`src/rtl/axi4_wresp_gen_pkg.sv`:
```
// Shared definitions for the AXI4 write-response generator: BRESP encodings
// and a pointer-width helper for the non-power-of-two command FIFO.
package axi4_wresp_gen_pkg;

   localparam logic [1:0] RESP_OKAY   = 2'b00;
   localparam logic [1:0] RESP_EXOKAY = 2'b01;
   localparam logic [1:0] RESP_SLVERR = 2'b10;
   localparam logic [1:0] RESP_DECERR = 2'b11;

   function automatic int unsigned ptr_width(input int unsigned depth);
      return (depth > 1) ? $clog2(depth) : 1;
   endfunction

endpackage

```
`src/rtl/axi4_wresp_gen_fifo.sv`:
```
// Small synchronous FIFO for any depth (pointers wrap explicitly).
// A push while full or a pop while empty is ignored.
module axi4_wresp_gen_fifo
   import axi4_wresp_gen_pkg::*;
#(
   parameter int unsigned WIDTH = 1,
   parameter int unsigned DEPTH = 3
) (
   input  logic             clk,
   input  logic             rst,
   input  logic             push,
   input  logic [WIDTH-1:0] push_data,
   input  logic             pop,
   output logic [WIDTH-1:0] pop_data,
   output logic             full,
   output logic             empty
);

   localparam int unsigned PW = ptr_width(DEPTH);
   localparam int unsigned CW = $clog2(DEPTH + 1);
   localparam logic [PW-1:0] PTR_LAST = PW'(DEPTH - 1);
   localparam logic [PW-1:0] PTR_ONE  = PW'(1);
   localparam logic [CW-1:0] CNT_FULL = CW'(DEPTH);
   localparam logic [CW-1:0] CNT_ONE  = CW'(1);

   logic [WIDTH-1:0] mem [DEPTH];
   logic [PW-1:0]    wr_ptr;
   logic [PW-1:0]    rd_ptr;
   logic [CW-1:0]    count;
   logic             do_push;
   logic             do_pop;

   assign full     = (count == CNT_FULL);
   assign empty    = (count == '0);
   assign do_push  = push && !full;
   assign do_pop   = pop && !empty;
   assign pop_data = mem[rd_ptr];

   always_ff @(posedge clk or posedge rst) begin
      if (rst) begin
         wr_ptr <= '0;
         rd_ptr <= '0;
         count  <= '0;
      end else begin
         if (do_push) wr_ptr <= (wr_ptr == PTR_LAST) ? '0 : wr_ptr + PTR_ONE;
         if (do_pop)  rd_ptr <= (rd_ptr == PTR_LAST) ? '0 : rd_ptr + PTR_ONE;
         case ({do_push, do_pop})
            2'b10:   count <= count + CNT_ONE;
            2'b01:   count <= count - CNT_ONE;
            default: count <= count;
         endcase
      end
   end

   // Storage needs no reset: the pointers/count define which entries are live.
   always_ff @(posedge clk) begin
      if (do_push) mem[wr_ptr] <= push_data;
   end

endmodule

```
`src/rtl/axi4_wresp_gen.sv`:
```
// AXI4 write-response slave endpoint: discards W data and answers each WLAST
// burst, in AW order, with one B carrying the AWID and RESP_CODE.
// Optional feature macro WRESP_GEN_USER_EN: carry AWUSER through to BUSER.
module axi4_wresp_gen
   import axi4_wresp_gen_pkg::*;
#(
   parameter int unsigned ID_WIDTH        = 1,
   parameter int unsigned USER_WIDTH      = 1,
   parameter int unsigned ADDR_FIFO_DEPTH = 3,
   parameter logic [1:0]  RESP_CODE       = RESP_DECERR
) (
   input  logic                  ACLK,
   input  logic                  sysReset,
   input  logic [ID_WIDTH-1:0]   SLAVE_AWID,
   input  logic [USER_WIDTH-1:0] SLAVE_AWUSER,
   input  logic                  SLAVE_AWVALID,
   output logic                  SLAVE_AWREADY,
   input  logic                  SLAVE_WLAST,
   input  logic                  SLAVE_WVALID,
   output logic                  SLAVE_WREADY,
   output logic [ID_WIDTH-1:0]   SLAVE_BID,
   output logic [1:0]            SLAVE_BRESP,
   output logic [USER_WIDTH-1:0] SLAVE_BUSER,
   output logic                  SLAVE_BVALID,
   input  logic                  SLAVE_BREADY
);

   // Handshakes: a transfer happens on the rising edge where VALID and READY
   // are both high; B payload is held stable while BVALID && !BREADY.

`ifdef WRESP_GEN_USER_EN
   localparam int unsigned FW = ID_WIDTH + USER_WIDTH;
`else
   localparam int unsigned FW = ID_WIDTH;
`endif
   localparam int unsigned CW = $clog2(ADDR_FIFO_DEPTH + 1);
   localparam logic [CW-1:0] CNT_MAX = CW'(ADDR_FIFO_DEPTH);
   localparam logic [CW-1:0] CNT_ONE = CW'(1);

   logic          accept_en;
   logic          fifo_full;
   logic          fifo_empty;
   logic [FW-1:0] fifo_din;
   logic [FW-1:0] fifo_dout;
   logic [CW-1:0] wdone_cnt;
   logic [CW-1:0] wdone_nxt;
   logic          aw_fire;
   logic          w_done;
   logic          b_load;
   logic [ID_WIDTH-1:0] bid_q;
   logic [1:0]          bresp_q;
   logic                bvalid_q;

   // Readies stay low through reset and rise on the first edge after release.
   always_ff @(posedge ACLK or posedge sysReset) begin
      if (sysReset) accept_en <= 1'b0;
      else          accept_en <= 1'b1;
   end

   assign SLAVE_AWREADY = accept_en && !fifo_full;
   assign SLAVE_WREADY  = accept_en && (wdone_cnt != CNT_MAX);
   assign aw_fire       = SLAVE_AWVALID && SLAVE_AWREADY;
   assign w_done        = SLAVE_WVALID && SLAVE_WREADY && SLAVE_WLAST;
   assign b_load        = !fifo_empty && (wdone_cnt != '0) && (!bvalid_q || SLAVE_BREADY);

`ifdef WRESP_GEN_USER_EN
   assign fifo_din = {SLAVE_AWUSER, SLAVE_AWID};
`else
   assign fifo_din = SLAVE_AWID;
   logic unused_awuser;
   assign unused_awuser = ^SLAVE_AWUSER;
`endif

   axi4_wresp_gen_fifo #(
      .WIDTH (FW),
      .DEPTH (ADDR_FIFO_DEPTH)
   ) cmd_fifo (
      .clk       (ACLK),
      .rst       (sysReset),
      .push      (aw_fire),
      .push_data (fifo_din),
      .pop       (b_load),
      .pop_data  (fifo_dout),
      .full      (fifo_full),
      .empty     (fifo_empty)
   );

   // A burst finishing in the same cycle one is answered leaves the count as is.
   always_comb begin
      wdone_nxt = wdone_cnt;
      if (w_done && !b_load)      wdone_nxt = wdone_cnt + CNT_ONE;
      else if (!w_done && b_load) wdone_nxt = wdone_cnt - CNT_ONE;
   end

   always_ff @(posedge ACLK or posedge sysReset) begin
      if (sysReset) begin
         wdone_cnt <= '0;
         bid_q     <= '0;
         bresp_q   <= '0;
         bvalid_q  <= 1'b0;
      end else begin
         wdone_cnt <= wdone_nxt;
         if (b_load) begin
            bid_q    <= fifo_dout[ID_WIDTH-1:0];
            bresp_q  <= RESP_CODE;
            bvalid_q <= 1'b1;
         end else if (bvalid_q && SLAVE_BREADY) begin
            bvalid_q <= 1'b0;
         end
      end
   end

`ifdef WRESP_GEN_USER_EN
   logic [USER_WIDTH-1:0] buser_q;
   always_ff @(posedge ACLK or posedge sysReset) begin
      if (sysReset)    buser_q <= '0;
      else if (b_load) buser_q <= fifo_dout[FW-1:ID_WIDTH];
   end
   assign SLAVE_BUSER = buser_q;
`else
   assign SLAVE_BUSER = '0;
`endif

   assign SLAVE_BID    = bid_q;
   assign SLAVE_BRESP  = bresp_q;
   assign SLAVE_BVALID = bvalid_q;

endmodule

```
`config.mk`:
```
export PLATFORM = sky130hd
export DESIGN_NAME = axi4_wresp_gen
export DESIGN_NICKNAME = d
export VERILOG_FILES = /design/src/rtl/axi4_wresp_gen_pkg.sv /design/src/rtl/axi4_wresp_gen_fifo.sv /design/src/rtl/axi4_wresp_gen.sv
export SDC_FILE = /design/constraint.sdc
export NUM_CORES = 1
export LEC_CHECK = 0
export CAP_MARGIN = 25
export CELL_PAD_IN_SITES_DETAIL_PLACEMENT = 0
export CELL_PAD_IN_SITES_GLOBAL_PLACEMENT = 2
export CORE_MARGIN = 2
export CORE_UTILIZATION = 41
export CTS_CLUSTER_DIAMETER = 30
export DETAILED_ROUTE_END_ITERATION = 8
export DONT_BUFFER_PORTS = 1
export PLACE_DENSITY = 0.75
export SLEW_MARGIN = 20
export SYNTH_ARGS = -nofsm -noshare
export SYNTH_HDL_FRONTEND = slang
export SYNTH_SLANG_ARGS = --single-unit
```
`constraint.sdc`:
```
create_clock -name ACLK -period 2.9 [get_ports ACLK]
set_input_delay 0.29 -clock ACLK [delete_from_list [all_inputs] [get_ports ACLK]]
set_output_delay 0.29 -clock ACLK [all_outputs]
set_load 0.005 [all_outputs]
```
---- Word level (Yosys, flattened, before mapping) ----
Memory sizes are Yosys's and may differ from the RTL's. A register that Yosys moved wholly into a read port is not among the register bits.
Cells that the tools add are included.
operators by class
  multiplexer cells ....................... 9
  eq/ne operators ......................... 6
  add/subtract/negate cells ............... 6
  reductions and logical operators ........ 23
operators by type and width
  operator                                              count
  logical AND 1 bit                                     12
  adder 2 x 1 -> 2 bit (second input constant)          4
  equality test 2 bit (second input constant)           4
  two-way mux 2 bit                                     4
  nonzero test 2 bit                                    4
  zero test 1 bit                                       5
  two-way mux 1 bit                                     4
  case mux 2 bit (2 select lines)                       1
  subtractor 2 x 1 -> 2 bit (second input constant)     2
  equality test 2 x 1 -> 1 bit (second input constant)  1
  zero test 2 bit                                       1
  != test 2 bit (second input constant)                 1
  logical OR 1 bit                                      1
word-level totals
  bits of input ports ..................... 8
  output and inout bits ................... 7
  register bits after elaboration ......... 11
  memory bits (writable) .................. 3
  memories ................................ 1
  word-level logic and storage cells ...... 52
memory list
  memory        words  bits a word  read ports  clocked after memory_dff  write ports  line                       RTL
  cmd_fifo.mem  3      1            1           1                         1            axi4_wresp_gen_fifo.sv:26  logic [WIDTH-1:0] mem [DEPTH];

---- Depth between registers and ports, before layout ----
  word-level depth ........................ 8
  mapped depth ............................ 7
  mapped depth without buffers ............ 7

---- Cells and area by module ----
Synthesis repeated with hierarchy kept, for this count alone.
unflattened totals
  cell total of the unflattened synthesis .. 61
  area, all modules ....................... 729.4 um2
modules (own cells, without submodules)
  module               area each (um2)  cells an instance  instances  sequential area each (um2)
  axi4_wresp_gen_fifo  419.2            33                 1          240.2
  axi4_wresp_gen       310.3            28                 1          150.1

---- Worst setup path before layout ----
Ideal clock, no wire load.
  path type ............................... register to register
  start ................................... register cmd_fifo.count[0]
  end ..................................... register wdone_cnt[1]
  path slack .............................. 1.455 ns
  arrival ................................. 1.366 ns
  library setup time ...................... 0.079 ns
  cell stages (with the launch flop) ...... 7
  path buffers ............................ 0
  clock period less this slack ............ 1.445 ns
  required time ........................... 2.821 ns
  cell sequence ........................... dfrtp_1 -> o22ai_1 -> a21oi_4 -> inv_1 -> ha_1 -> nor2_1 -> xor2_1
on the way
  cells in the longest elaborated chain, start to end .. 7
  elaborated cells on any way between the ends .. 9
  classes of those cells .................. mux: 1; reduce/logical: 8
ends and longest elaborated chain
  element                                                         line                       RTL
  from (decl)                                                     axi4_wresp_gen_fifo.sv:29  logic [CW-1:0] count;
  from (signal assigned)                                          axi4_wresp_gen_fifo.sv:48  2'b10: count <= count + CNT_ONE;
  from (signal assigned)                                          axi4_wresp_gen_fifo.sv:49  2'b01: count <= count - CNT_ONE;
  from (signal assigned)                                          axi4_wresp_gen_fifo.sv:50  default: count <= count;
  zero test 2 bit *                                               axi4_wresp_gen_fifo.sv:34  assign empty = (count == '0);
  zero test 1 bit *                                               axi4_wresp_gen.sv:64       assign b_load = !fifo_empty && (wdone_cnt != '0) && (!bvalid_q || SLAVE_BREADY);
  logical AND 1 bit * (2 in series)                               axi4_wresp_gen.sv:64
  zero test 1 bit                                                 axi4_wresp_gen.sv:91       if (w_done && !b_load) wdone_nxt = wdone_cnt + CNT_ONE;
  logical AND 1 bit                                               axi4_wresp_gen.sv:91
  two-way mux 2 bit / nonzero test 2 bit (equally long branches)  --
  to (signal assigned)                                            axi4_wresp_gen.sv:102      wdone_cnt <= wdone_nxt;
  to (decl)                                                       axi4_wresp_gen.sv:45       logic [CW-1:0] wdone_cnt;
Mark *: on every way between the ends. The rest lies on a longest branch, timed or not.
A chain may end at the register's enable or synchronous reset.

---- Worst setup path in the final report ----
Same ends and word-level chain as after synthesis.

==> summary.log <==
[sta] peak clock frequency supported by timing 618 MHz
[cts] clock buffers created by TritonCTS 3
[synth] async set-reset flop share out of synthesis 0.800
[cts] clock transition at the registers of the reported paths 0.09 ns
[synth] count of distinct cell types in the synthesized netlist 24
[route] sum of routed wire segments on met1 388 um
[synth] ranking of synthesized cells by area dfrtp_1 43%, edfxtp_1 13%, mux2_2 6.5%
[synth] cell area after technology mapping 694 um2
[finish] share of post-route cells with drive strength above 1 0.228
[power_and_ir_drop] Worst IR Drop VDD 0.000518 V
[route] WL met3 79 um
[cts] root buffer cell clkbuf_4
[power_and_ir_drop] leak pwr 0.333 nW
[die] Die ar. 0.00204 mm2
[synth] number of synthesized register bits 15
[cts] number of gates resized after CTS 0
[die] initial standard-cell utilization of the core 0.450
[synth] most frequent cell after synthesis dfrtp_1
[placement] instance count after placement with tap cells included 68
[die] Vert. Die Dim 45.2 um
[synth] number of synthesized flops with an enable pin 3
[critical_path] startpoint types flip-flop
[critical_path] Crit. End Element flip-flop
[sta] minimum period implied by the final worst setup slack 1.62 ns
[sta] final sum of negative setup slack 0 ns
[cts] setup repair bufs after CTS 0
[synth] cell taking the most area after synthesis dfrtp_1
[finish] ANT cells 0
[placement] I/O Buffers 0
[die] core outline area 0.00154 mm2
[critical_path] critical path class flip-flop to flip-flop
[hold_path] hold path startpoint SLAVE_BREADY
[placement] post-placement setup slack 1.26 ns
[die] Ports 15
[sta] Slew Viols, Final 0
[route] met2 routed wirelength 529 um
[hold_path] instance count along the most critical hold path 1
[route] count of vias placed by the detailed router 370
[synth] Post-synth top cells 12 x dfrtp_1, 4 x inv_1, 4 x mux2_2, 4 x nor2_1
[placement] placer congestion estimate 0.709
[global_route] initial antenna violation count 0
[route] per-cell routed wire length 13.7 um
[sta] Hold Violations, Final 0
[route] top routing layer used met4
[synth] Synthesized Nets 64
[global_route] Remaining Overflow, GRT 0
[synth] number of standard cells after synthesis 54
[global_route] number of global-route vias before repair 405
[synth] average cell area after synthesis 12.9 um2
[synth] count of warnings emitted by yosys 0
[synth] sequential share of the synthesized area 0.562
[finish] relative area change from synthesis to final layout 6.13%
[flow_run] maxcap violations 0
[cts] latest clock arrival within the worst-skew pair 0.28 ns
[critical_path] reg-to-reg critical path startpoint cmd_fifo.count[0]
[critical_path] setup slack, reg-to-reg 1.28 ns
[finish] count of nets after finishing 68
[sta] RSZ-0062 raised after global routing false
[cts] clock tree from TritonCTS built
[cts] CTS Hold Bufs 1
[power_and_ir_drop] power density over the cells 1060 mW/mm2
[global_route] wire length of the first global-routing pass 1750 um
[status] run status completed
[critical_path] required arrival time at the worst endpoint 3.11 ns
[global_route] largest net degree at the start of global routing 13
[global_route] total routing usage reported by global routing 0.123
[sta] count of final setup violators 0
[route] via count normalized by instance count 5.07
[die] horizontal extent of the die 45.2 um
[critical_path] worst reg-to-reg path cell count 6
[route] DRC violation total after the first TritonRoute iteration 0
[sta] clock skew after layout 0.00604 ns
[critical_path] terminus of the critical flop-to-flop path wdone_cnt[1]
[critical_path] Slowest-stage cell, CP dfrtp_1
[critical_path] critical path fanouts, max 6
[hold_path] Endpoint, Worst Hold SLAVE_BVALID
[finish] final core utilization 0.478
[sta] worst setup slack after layout 1.28 ns
[finish] number of cells in the finished layout apart from fillers 73
[route] Pre-Repair DR Iteration Count 1
[cts] number of H-tree branching levels 1
[critical_path] cell-by-cell listing of the critical path o22ai_1 > a21oi_4 > inv_1 > ha_1 > nor2_1 > xor2_1
[critical_path] Critical Path AT 1.83 ns
[power_and_ir_drop] sum of internal, switching and leakage power 0.778 mW
[route] number of routed nets with antenna violations 0
[route] Total Routed Length 1000 um
[cts] clk buf depth 2
[die] number of cell rows 14
[synth] share of the synthesized area in the top cell type 0.432
[hold_path] type of the most critical hold path input pin to flip-flop
[critical_path] Slowest Stage Delay on Critical Path 0.44 ns
[sta] post-route clock period utilization 0.558
[cts] clock tree sinks 15
[synth] Top FF cell, synth dfrtp_1
[route] detailed-route DRC error count 0
==> stage by stage <==
stage               area (um2)  hold slack [ns]
finish                     737           0.0886
global placement           699            0.194
global route               737           0.0719
detailed placement         699            0.219
floorplan                  694            0.155
CTS                        737           0.0831
==> how the worst max path moves through the flow <==
| stage | to | slack (ns) | start | cells after the start |
|---|---|---|---|---|
| detailed placement | wdone_cnt[1] | 1.26 | cmd_fifo.count[0] | 6 |
| global route | wdone_cnt[1] | 1.15 | cmd_fifo.count[0] | 6 |
| CTS | wdone_cnt[1] | 1.27 | cmd_fifo.count[0] | 6 |
| finish | wdone_cnt[1] | 1.28 | cmd_fifo.count[0] | 6 |
| global placement | wdone_cnt[1] | 1.35 | cmd_fifo.count[0] | 6 |
| floorplan | wdone_cnt[1] | 1.45 | cmd_fifo.count[0] | 6 |
==> power by group <==
part | leakage [nW] | switching (mW) | internal, mW
clock network | 0.0177 | 0.0638 | 0.0512
logic | 0.149 | 0.127 | 0.163
registers | 0.166 | 0.0791 | 0.294
total | 0.333 | 0.270 | 0.508
==> flip-flops by register name (all words and copies together), names as in the netlist <==
signal           cells
accept_en            1
cmd_fifo.wr_ptr      2
SLAVE_BRESP          1
cmd_fifo.mem         3
SLAVE_BID            1
cmd_fifo.count       2
cmd_fifo.rd_ptr      2
wdone_cnt            2
SLAVE_BVALID         1
==> area by class of cell <==
type                    count  area [um2]
fillers                   149         805
flip-flops and latches     15         390
multi-input cells          33         274
clock buffers               3        22.5
well taps                  16        20.0
inverters                   4        15.0
repair buffers              1        10.0
clock inverters             1        5.00
==> cell families after synthesis <==
logic type	share of synthesized area
DFF	0.562
AOI/OAI and AO/OA	0.0775
other	0.0108
buffers and inverters	0.0432
adders and majority gates	0.0360
xor gates and xnor gates	0.0757
muxes	0.108
and+or+nand+nor	0.0865
==> cells in the final DEF (no fill, tap or decap), drive strengths merged, types with 2 or more instances in the layout <==
cell and count:
ha 2, mux2 6, xor2 3, xnor2 3, inv 4, clkbuf 3
conb 2, dfrtp 12, nor2 4, edfxtp 3, a21boi 2
==> critical path, delay by kind of cell, from the launching register on <==
family                     cells  cell delay, ns
buffers and inverters          1            0.07
DFF                            1            0.44
and+or+nand+nor                1            0.14
adders and majority gates      1            0.33
xor gates and xnor gates       1            0.16
AOI/OAI and AO/OA              2            0.41
==> routing by layer <==
metal	track usage	up-vias
met2	0.211	11
met4	0.0353	0
met5	0	-
met3	0.0680	2
met1	0.129	174
li1	-	183
No activity file was read; power rests on OpenSTA's default activity.
